[src/rtl/frame_monitor.sv]
// frame_monitor: parses a 16-bit AXI-Stream framed protocol (preamble, MAC
// header, length, type, payload), validates framing and length, checksums
// the payload, and exposes counters and last-good-frame info on a byte-wide
// Avalon-MM slave.
module frame_monitor #(
  parameter int MAX_LEN = 1500
) (
  input  logic        clk,
  input  logic        reset,
  input  logic [15:0] ingress_port_tdata,
  input  logic        ingress_port_tvalid,
  input  logic        ingress_port_tlast,
  output logic        ingress_port_tready,
  input  logic        chipselect,
  input  logic        write,
  input  logic        read,
  input  logic [7:0]  address,
  input  logic [7:0]  writedata,
  output logic [7:0]  readdata
);

  localparam logic [15:0] MAX_LEN_W = 16'(MAX_LEN);
  localparam logic [15:0] SAT       = 16'hFFFF;

  typedef enum logic [2:0] {
    S_IDLE, S_PREAMBLE, S_HEADER, S_PAYLOAD, S_DRAIN
  } state_t;

  typedef enum logic [1:0] {
    ERR_NONE = 2'd0, ERR_PREAMBLE = 2'd1, ERR_LENGTH = 2'd2, ERR_TRUNC = 2'd3
  } err_code_t;

  // Parser state
  state_t      state;
  logic [3:0]  word_idx;     // position within preamble/header, word 0 = first AAAA
  logic [47:0] dst_mac;      // byte 0 (first on the wire) in bits [7:0]
  logic [15:0] len;
  logic [15:0] beats_left;   // payload beats still expected, including the current one
  logic [31:0] csum;

  // Register file
  logic        enable;
  logic [15:0] frames_ok, frames_err, junk;
  logic        status_err;
  logic [1:0]  status_code;
  logic [47:0] last_dst;
  logic [15:0] last_len;
  logic [31:0] last_csum;

  // Per-beat decisions
  logic        xfer;
  logic        clear;
  logic        ev_ok, ev_err, ev_junk;
  err_code_t   ev_code;
  state_t      next_state;
  logic        last_beat;
  logic [31:0] beat_sum, csum_next;
  logic [15:0] hdr_len;
  logic [16:0] len_plus;
  logic        unused_wdata;

  assign ingress_port_tready = enable;
  assign xfer         = ingress_port_tvalid && enable;
  assign clear        = chipselect && write && (address == 8'd0) && writedata[1];
  assign hdr_len      = {ingress_port_tdata[7:0], ingress_port_tdata[15:8]};
  assign len_plus     = {1'b0, len} + 17'd1;
  assign unused_wdata = ^writedata[7:2];

  // Classify the current beat: next state and the ok/error/junk events it raises
  always_comb begin
    // NOTE: every output gets a default first so no path can infer a latch.
    next_state = state;
    ev_ok      = 1'b0;
    ev_err     = 1'b0;
    ev_junk    = 1'b0;
    ev_code    = ERR_NONE;
    last_beat  = (beats_left == 16'd1);
    beat_sum   = {24'd0, ingress_port_tdata[15:8]}
               + ((last_beat && len[0]) ? 32'd0 : {24'd0, ingress_port_tdata[7:0]});
    csum_next  = csum + beat_sum;
    if (xfer) begin
      case (state)
        S_IDLE: begin
          if (ingress_port_tdata == 16'hAAAA) next_state = S_PREAMBLE;
          else                                ev_junk    = 1'b1;
        end
        S_PREAMBLE: begin
          if (ingress_port_tdata != ((word_idx == 4'd3) ? 16'hAAAB : 16'hAAAA)) begin
            ev_err  = 1'b1;
            ev_code = ERR_PREAMBLE;
          end else if (ingress_port_tlast) begin
            ev_err  = 1'b1;
            ev_code = ERR_TRUNC;
          end else if (word_idx == 4'd3) begin
            next_state = S_HEADER;
          end
        end
        S_HEADER: begin
          if (word_idx == 4'd11) begin
            if (len > MAX_LEN_W) begin
              ev_err  = 1'b1;
              ev_code = ERR_LENGTH;
            end else if (len == 16'd0) begin
              if (ingress_port_tlast) ev_ok = 1'b1;
              else begin
                ev_err  = 1'b1;
                ev_code = ERR_LENGTH;
              end
            end else if (ingress_port_tlast) begin
              ev_err  = 1'b1;
              ev_code = ERR_TRUNC;
            end else begin
              next_state = S_PAYLOAD;
            end
          end else if (ingress_port_tlast) begin
            ev_err  = 1'b1;
            ev_code = ERR_TRUNC;
          end
        end
        S_PAYLOAD: begin
          if (last_beat) begin
            if (ingress_port_tlast) ev_ok = 1'b1;
            else begin
              ev_err  = 1'b1;
              ev_code = ERR_LENGTH;
            end
          end else if (ingress_port_tlast) begin
            ev_err  = 1'b1;
            ev_code = ERR_LENGTH;
          end
        end
        S_DRAIN: begin
          if (ingress_port_tlast) next_state = S_IDLE;
        end
        default: next_state = S_IDLE;
      endcase
      if (ev_ok)  next_state = S_IDLE;
      if (ev_err) next_state = ingress_port_tlast ? S_IDLE : S_DRAIN;
    end
  end

  // Parser FSM and header/payload capture; advances only on accepted beats
  always_ff @(posedge clk or posedge reset) begin
    if (reset) begin
      state      <= S_IDLE;
      word_idx   <= 4'd0;
      dst_mac    <= 48'd0;
      len        <= 16'd0;
      beats_left <= 16'd0;
      csum       <= 32'd0;
    end else if (xfer) begin
      // NOTE: sequential state uses non-blocking assignments so every
      // register samples pre-edge values regardless of statement order.
      state    <= next_state;
      word_idx <= word_idx + 4'd1;
      case (state)
        S_IDLE: begin
          word_idx <= 4'd1;
          csum     <= 32'd0;
        end
        S_HEADER: begin
          case (word_idx)
            4'd4:  dst_mac[15:0]  <= {ingress_port_tdata[7:0], ingress_port_tdata[15:8]};
            4'd5:  dst_mac[31:16] <= {ingress_port_tdata[7:0], ingress_port_tdata[15:8]};
            4'd6:  dst_mac[47:32] <= {ingress_port_tdata[7:0], ingress_port_tdata[15:8]};
            4'd10: len            <= hdr_len;
            4'd11: beats_left     <= len_plus[16:1];
            default: ;
          endcase
        end
        S_PAYLOAD: begin
          csum       <= csum_next;
          beats_left <= beats_left - 16'd1;
        end
        default: ;
      endcase
    end
  end

  // Control, saturating counters, status and last-good-frame registers
  always_ff @(posedge clk or posedge reset) begin
    if (reset) begin
      enable      <= 1'b0;
      frames_ok   <= 16'd0;
      frames_err  <= 16'd0;
      junk        <= 16'd0;
      status_err  <= 1'b0;
      status_code <= 2'd0;
      last_dst    <= 48'd0;
      last_len    <= 16'd0;
      last_csum   <= 32'd0;
    end else begin
      if (chipselect && write && address == 8'd0) enable <= writedata[0];
      if (clear) begin
        frames_ok   <= 16'd0;
        frames_err  <= 16'd0;
        junk        <= 16'd0;
        status_err  <= 1'b0;
        status_code <= 2'd0;
      end else begin
        if (ev_junk && junk != SAT) junk <= junk + 16'd1;
        if (ev_ok) begin
          if (frames_ok != SAT) frames_ok <= frames_ok + 16'd1;
          status_err  <= 1'b0;
          status_code <= 2'd0;
        end
        if (ev_err) begin
          if (frames_err != SAT) frames_err <= frames_err + 16'd1;
          status_err  <= 1'b1;
          status_code <= ev_code;
        end
      end
      // Frame-info latches are not counters; clear leaves them alone
      if (ev_ok) begin
        last_dst  <= dst_mac;
        last_len  <= len;
        last_csum <= (state == S_PAYLOAD) ? csum_next : csum;
      end
    end
  end

  // Registered read port; returns 0 on cycles without a read
  always_ff @(posedge clk or posedge reset) begin
    if (reset) begin
      readdata <= 8'd0;
    end else if (chipselect && read) begin
      case (address)
        8'd0:    readdata <= {7'd0, enable};
        8'd1:    readdata <= {4'd0, status_code, status_err, state != S_IDLE};
        8'd2:    readdata <= frames_ok[7:0];
        8'd3:    readdata <= frames_ok[15:8];
        8'd4:    readdata <= frames_err[7:0];
        8'd5:    readdata <= frames_err[15:8];
        8'd6:    readdata <= junk[7:0];
        8'd7:    readdata <= junk[15:8];
        8'd8:    readdata <= last_dst[7:0];
        8'd9:    readdata <= last_dst[15:8];
        8'd10:   readdata <= last_dst[23:16];
        8'd11:   readdata <= last_dst[31:24];
        8'd12:   readdata <= last_dst[39:32];
        8'd13:   readdata <= last_dst[47:40];
        8'd14:   readdata <= last_len[7:0];
        8'd15:   readdata <= last_len[15:8];
        8'd16:   readdata <= last_csum[7:0];
        8'd17:   readdata <= last_csum[15:8];
        8'd18:   readdata <= last_csum[23:16];
        8'd19:   readdata <= last_csum[31:24];
        default: readdata <= 8'd0;
      endcase
    end else begin
      readdata <= 8'd0;
    end
  end

endmodule

[config.mk]
export PLATFORM = sky130hd
export DESIGN_NAME = frame_monitor
export DESIGN_NICKNAME = d
export VERILOG_FILES = /design/src/rtl/frame_monitor.sv
export SDC_FILE = /design/constraint.sdc
export NUM_CORES = 1
export LEC_CHECK = 0
export ABC_CLOCK_PERIOD_IN_PS = 11000
export CORE_MARGIN = 4
export CORE_UTILIZATION = 49
export DETAILED_ROUTE_END_ITERATION = 6
export PLACE_DENSITY = 0.7
export REMOVE_ABC_BUFFERS = 1
export SYNTH_ARGS = -nofsm -noshare
export SYNTH_HDL_FRONTEND = slang
export SYNTH_SLANG_ARGS = --single-unit
[constraint.sdc]
create_clock -name clk -period 11 [get_ports clk]
set_input_delay 2.2 -clock clk [delete_from_list [all_inputs] [get_ports clk]]
set_output_delay 2.2 -clock clk [all_outputs]
set_load 0.01 [all_outputs]
==> impl_metrics.ini <==
[sta]
max-slew-margin-rel = 0.2141
finalCriticalPeriod_ns = 5.353
tightest_slew_ns = 1.176
hold_viol_final = 0
rsz0062_at_grt = no
fin_tns_setup_ns = 0
setup_viol = 0
fmax_mhz = 186.8
timing.final.ws_setup_ns = 5.647
report.final.slew_viol_count = 0
fin_skew_ns = 0.02959
post-route-period-util = 0.4866

[run_status]
outcome = complete, no violations

[drt]
drc = 0
drt-initial-drc-count = 1071
routed_wl_microns = 38360
wl_per_cell_microns = 19.48
firstDrtPassIters = 6
ant_nets = 0
vias = 11750
viasPerCell = 5.967

[cts]
clock_path_buffers = 3
cts_made_buffers = 29
cts_hold_buffers = 0
cts_root_buffer = clkbuf_16
clk_latency_ns = 0.58
cts_tree = done
cts.sinks = 275
post-cts-setup-buffers = 0
post_cts_resized = 0
h-tree-depth = 1
path_clk_slew_ns = 0.06

[grt]
antenna_found_initial = 0
grt_overflow = 0
first_global_vias = 11410
grt_max_degree = 133
grtUsageTotal = 0.2313
grt_first_pass_wirelength_microns = 62190

[power]
irDropWorstVdd_v = 0.0001437
power.leakage_nw = 7.362
p_per_area_nw_per_um2 = 134.7

[layout]
antenna_cells = 0
final_cell_area_sq_um = 16420
layoutNonFillerInstCount = 1969
area_growth_pct = 11.45
final_layout_size_suffix_gt1_frac = 0.1140
nFillCells = 2601
nets = 1626

[place]
hpwl_microns = 25370
io_buffers = 41
placed_area_sq_um = 15360
dp.cells = 1915
pre_cts_ws_ns = 5.068
place_congestion = 0.8971

[logic_synthesis]
synth-seq-area-share = 0.4670
synth_edf_count = 0
synth.top_cells.by_count = 329 x nand2_1, 275 x dfrtp_1, 121 x o21ai_0
synthesis.area_sq_um = 14740
yosys_warnings = 0
ys.flop_type = dfrtp_1
synth_top_cell_by_area = dfrtp_1
synth.most_common_cell = nand2_1
synthDistinctLibCells = 80
postSynthCellCount = 1565
ys_ff_latch = 275
netlist.area_leader.share = 0.4670
synthArstFlopShare = 1.000
synth_area_leaders = dfrtp_1 47%, nand2_1 8.4%, mux2_2 5.2%
syn_avg_cell_area_sq_um = 9.416

[die]
core_region_area_sq_um = 29640
ioPinCount = 48
dieArea_sq_um = 32910
rows = 63
start_util = 0.4972
dieWidth_microns = 181.4
die_h_microns = 181.4

[worst_setup_path]
slowest_delay_ns = 0.72
worstPathRequired_ns = 11.42
path_buf_inv = 1
worstSetupEndpointType = register
critical_path.max_fanout = 14
path_cells = clkdlybuf4s50_1 -> and2_1 -> fa_1 -> ha_1 -> a21o_1 -> nand4_1 -> a21o_1 -> a211oi_2 -> nand4_1 -> xor2_1 -> o21ai_0
crit_slowest_cell = clkdlybuf4s50_1
critical_path_class = in -> reg
arrival_ns = 5.77
start_kind = input port
critPathTopFamily = compound AO/OA/AOI/OAI gates

[flow_run]
drv_cap = 0

[worst_hold_path]
hold_class = reg -> reg
[cells in the final DEF, fill, tap and decap left out, types with 29 or more instances in the layout]
master,instances
nand3_1,61
xnor2_1,47
clkbuf_16,29
nor2_1,106
clkdlybuf4s50_1,39
a21oi_1,61
xor2_1,31
nand2_1,329
nor3_1,29
nand4_1,32
dfrtp_1,275
o21ai_0,120
mux2_2,68
[worst paths after layout]
kind / from / end / slack (ns) / cells after the start
worst max-delay path: ingress_port_tdata[3] / last_csum[27]$_DFFE_PP0P_ / 5.65 / 11
worst min-delay path: dst_mac[36]$_DFFE_PP0P_ / last_dst[36]$_DFFE_PP0P_ / 0.45 / 2
worst max register to register: beats_left[8]$_DFFE_PP0P_ / last_csum[27]$_DFFE_PP0P_ / 5.91 / 16
worst min register to register: dst_mac[36]$_DFFE_PP0P_ / last_dst[36]$_DFFE_PP0P_ / 0.45 / 2
max in group asynchronous: reset / last_csum[26]$_DFFE_PP0P_ / 7.26 / 3
min in group asynchronous: reset / frames_ok[10]$_DFFE_PP0P_ / 2.19 / 2
[sequential cells by signal, summed over array words and instances (netlist names)]
| signal | cells |
|---|---|
| dst_mac | 48 |
| last_dst | 48 |
| csum | 32 |
| last_csum | 32 |
| beats_left | 16 |
| frames_err | 16 |
| frames_ok | 16 |
| junk | 16 |
| last_len | 16 |
| len | 16 |
| readdata | 8 |
| word_idx | 4 |
| state | 3 |
| status_code | 2 |
| ingress_port_tready | 1 |
| status_err | 1 |
[cell families after synthesis]
family,count (synthesis),synth area share
AOI/OAI and AO/OA,300,0.1278
muxes,95,0.08389
buffers and inverters,122,0.03447
DFF,275,0.4670
and+or+nand+nor,664,0.2096
adders and majority gates,31,0.03090
xor gates and xnor gates,78,0.04636
[power breakdown]
part,leakage [nW],switching [W],internal [W]
registers,3.83,0.00000524,0.00102
logic,3.01,0.0000687,0.0000356
clock network,0.527,0.000426,0.000661
[worst reg2reg max path: cells and delay by family (launching register included)]
family                     cells  cell delay [ns]
DFF                            1             0.42
adders and majority gates      3             0.88
xor gates and xnor gates       1             0.31
and+or+nand+nor                8             2.12
AOI/OAI and AO/OA              4             1.21
[stage by stage]
step | utilization | hold WS, ns | power, W
after detailed placement | 0.5183 | 0.4463 | 0.001144
after global routing | 0.5541 | 0.4786 | 0.002284
after floorplan | - | 0.4331 | 0.001096
after global placement | 0.5183 | 0.4428 | 0.001142
final | 0.5541 | 0.4493 | 0.002212
after CTS | 0.5541 | 0.4559 | 0.002227
[area by class of cell]
cell class | instances | area [sq um] | share of cell area
inverter | 27 | 108.9 | 0.006628
tap | 390 | 488.0 | 0.02971
multi-input combinational | 1168 | 7377 | 0.4492
sequential | 275 | 6882 | 0.4190
clock buffer | 37 | 805.8 | 0.04906
timing repair buffer | 55 | 505.5 | 0.03078
clock inverter | 17 | 256.5 | 0.01562
[layer usage]
metal / share of wire / vias up / global-route usage
met5: 0 / - / 0
li1: - / 5491 / -
met3: 0.053 / 103 / 0.02804
met4: 0.040 / 0 / 0.08436
met1: 0.44 / 5775 / 0.3281
met2: 0.47 / 380 / 0.3693
Note: power is estimated with default switching activity, not from simulation.
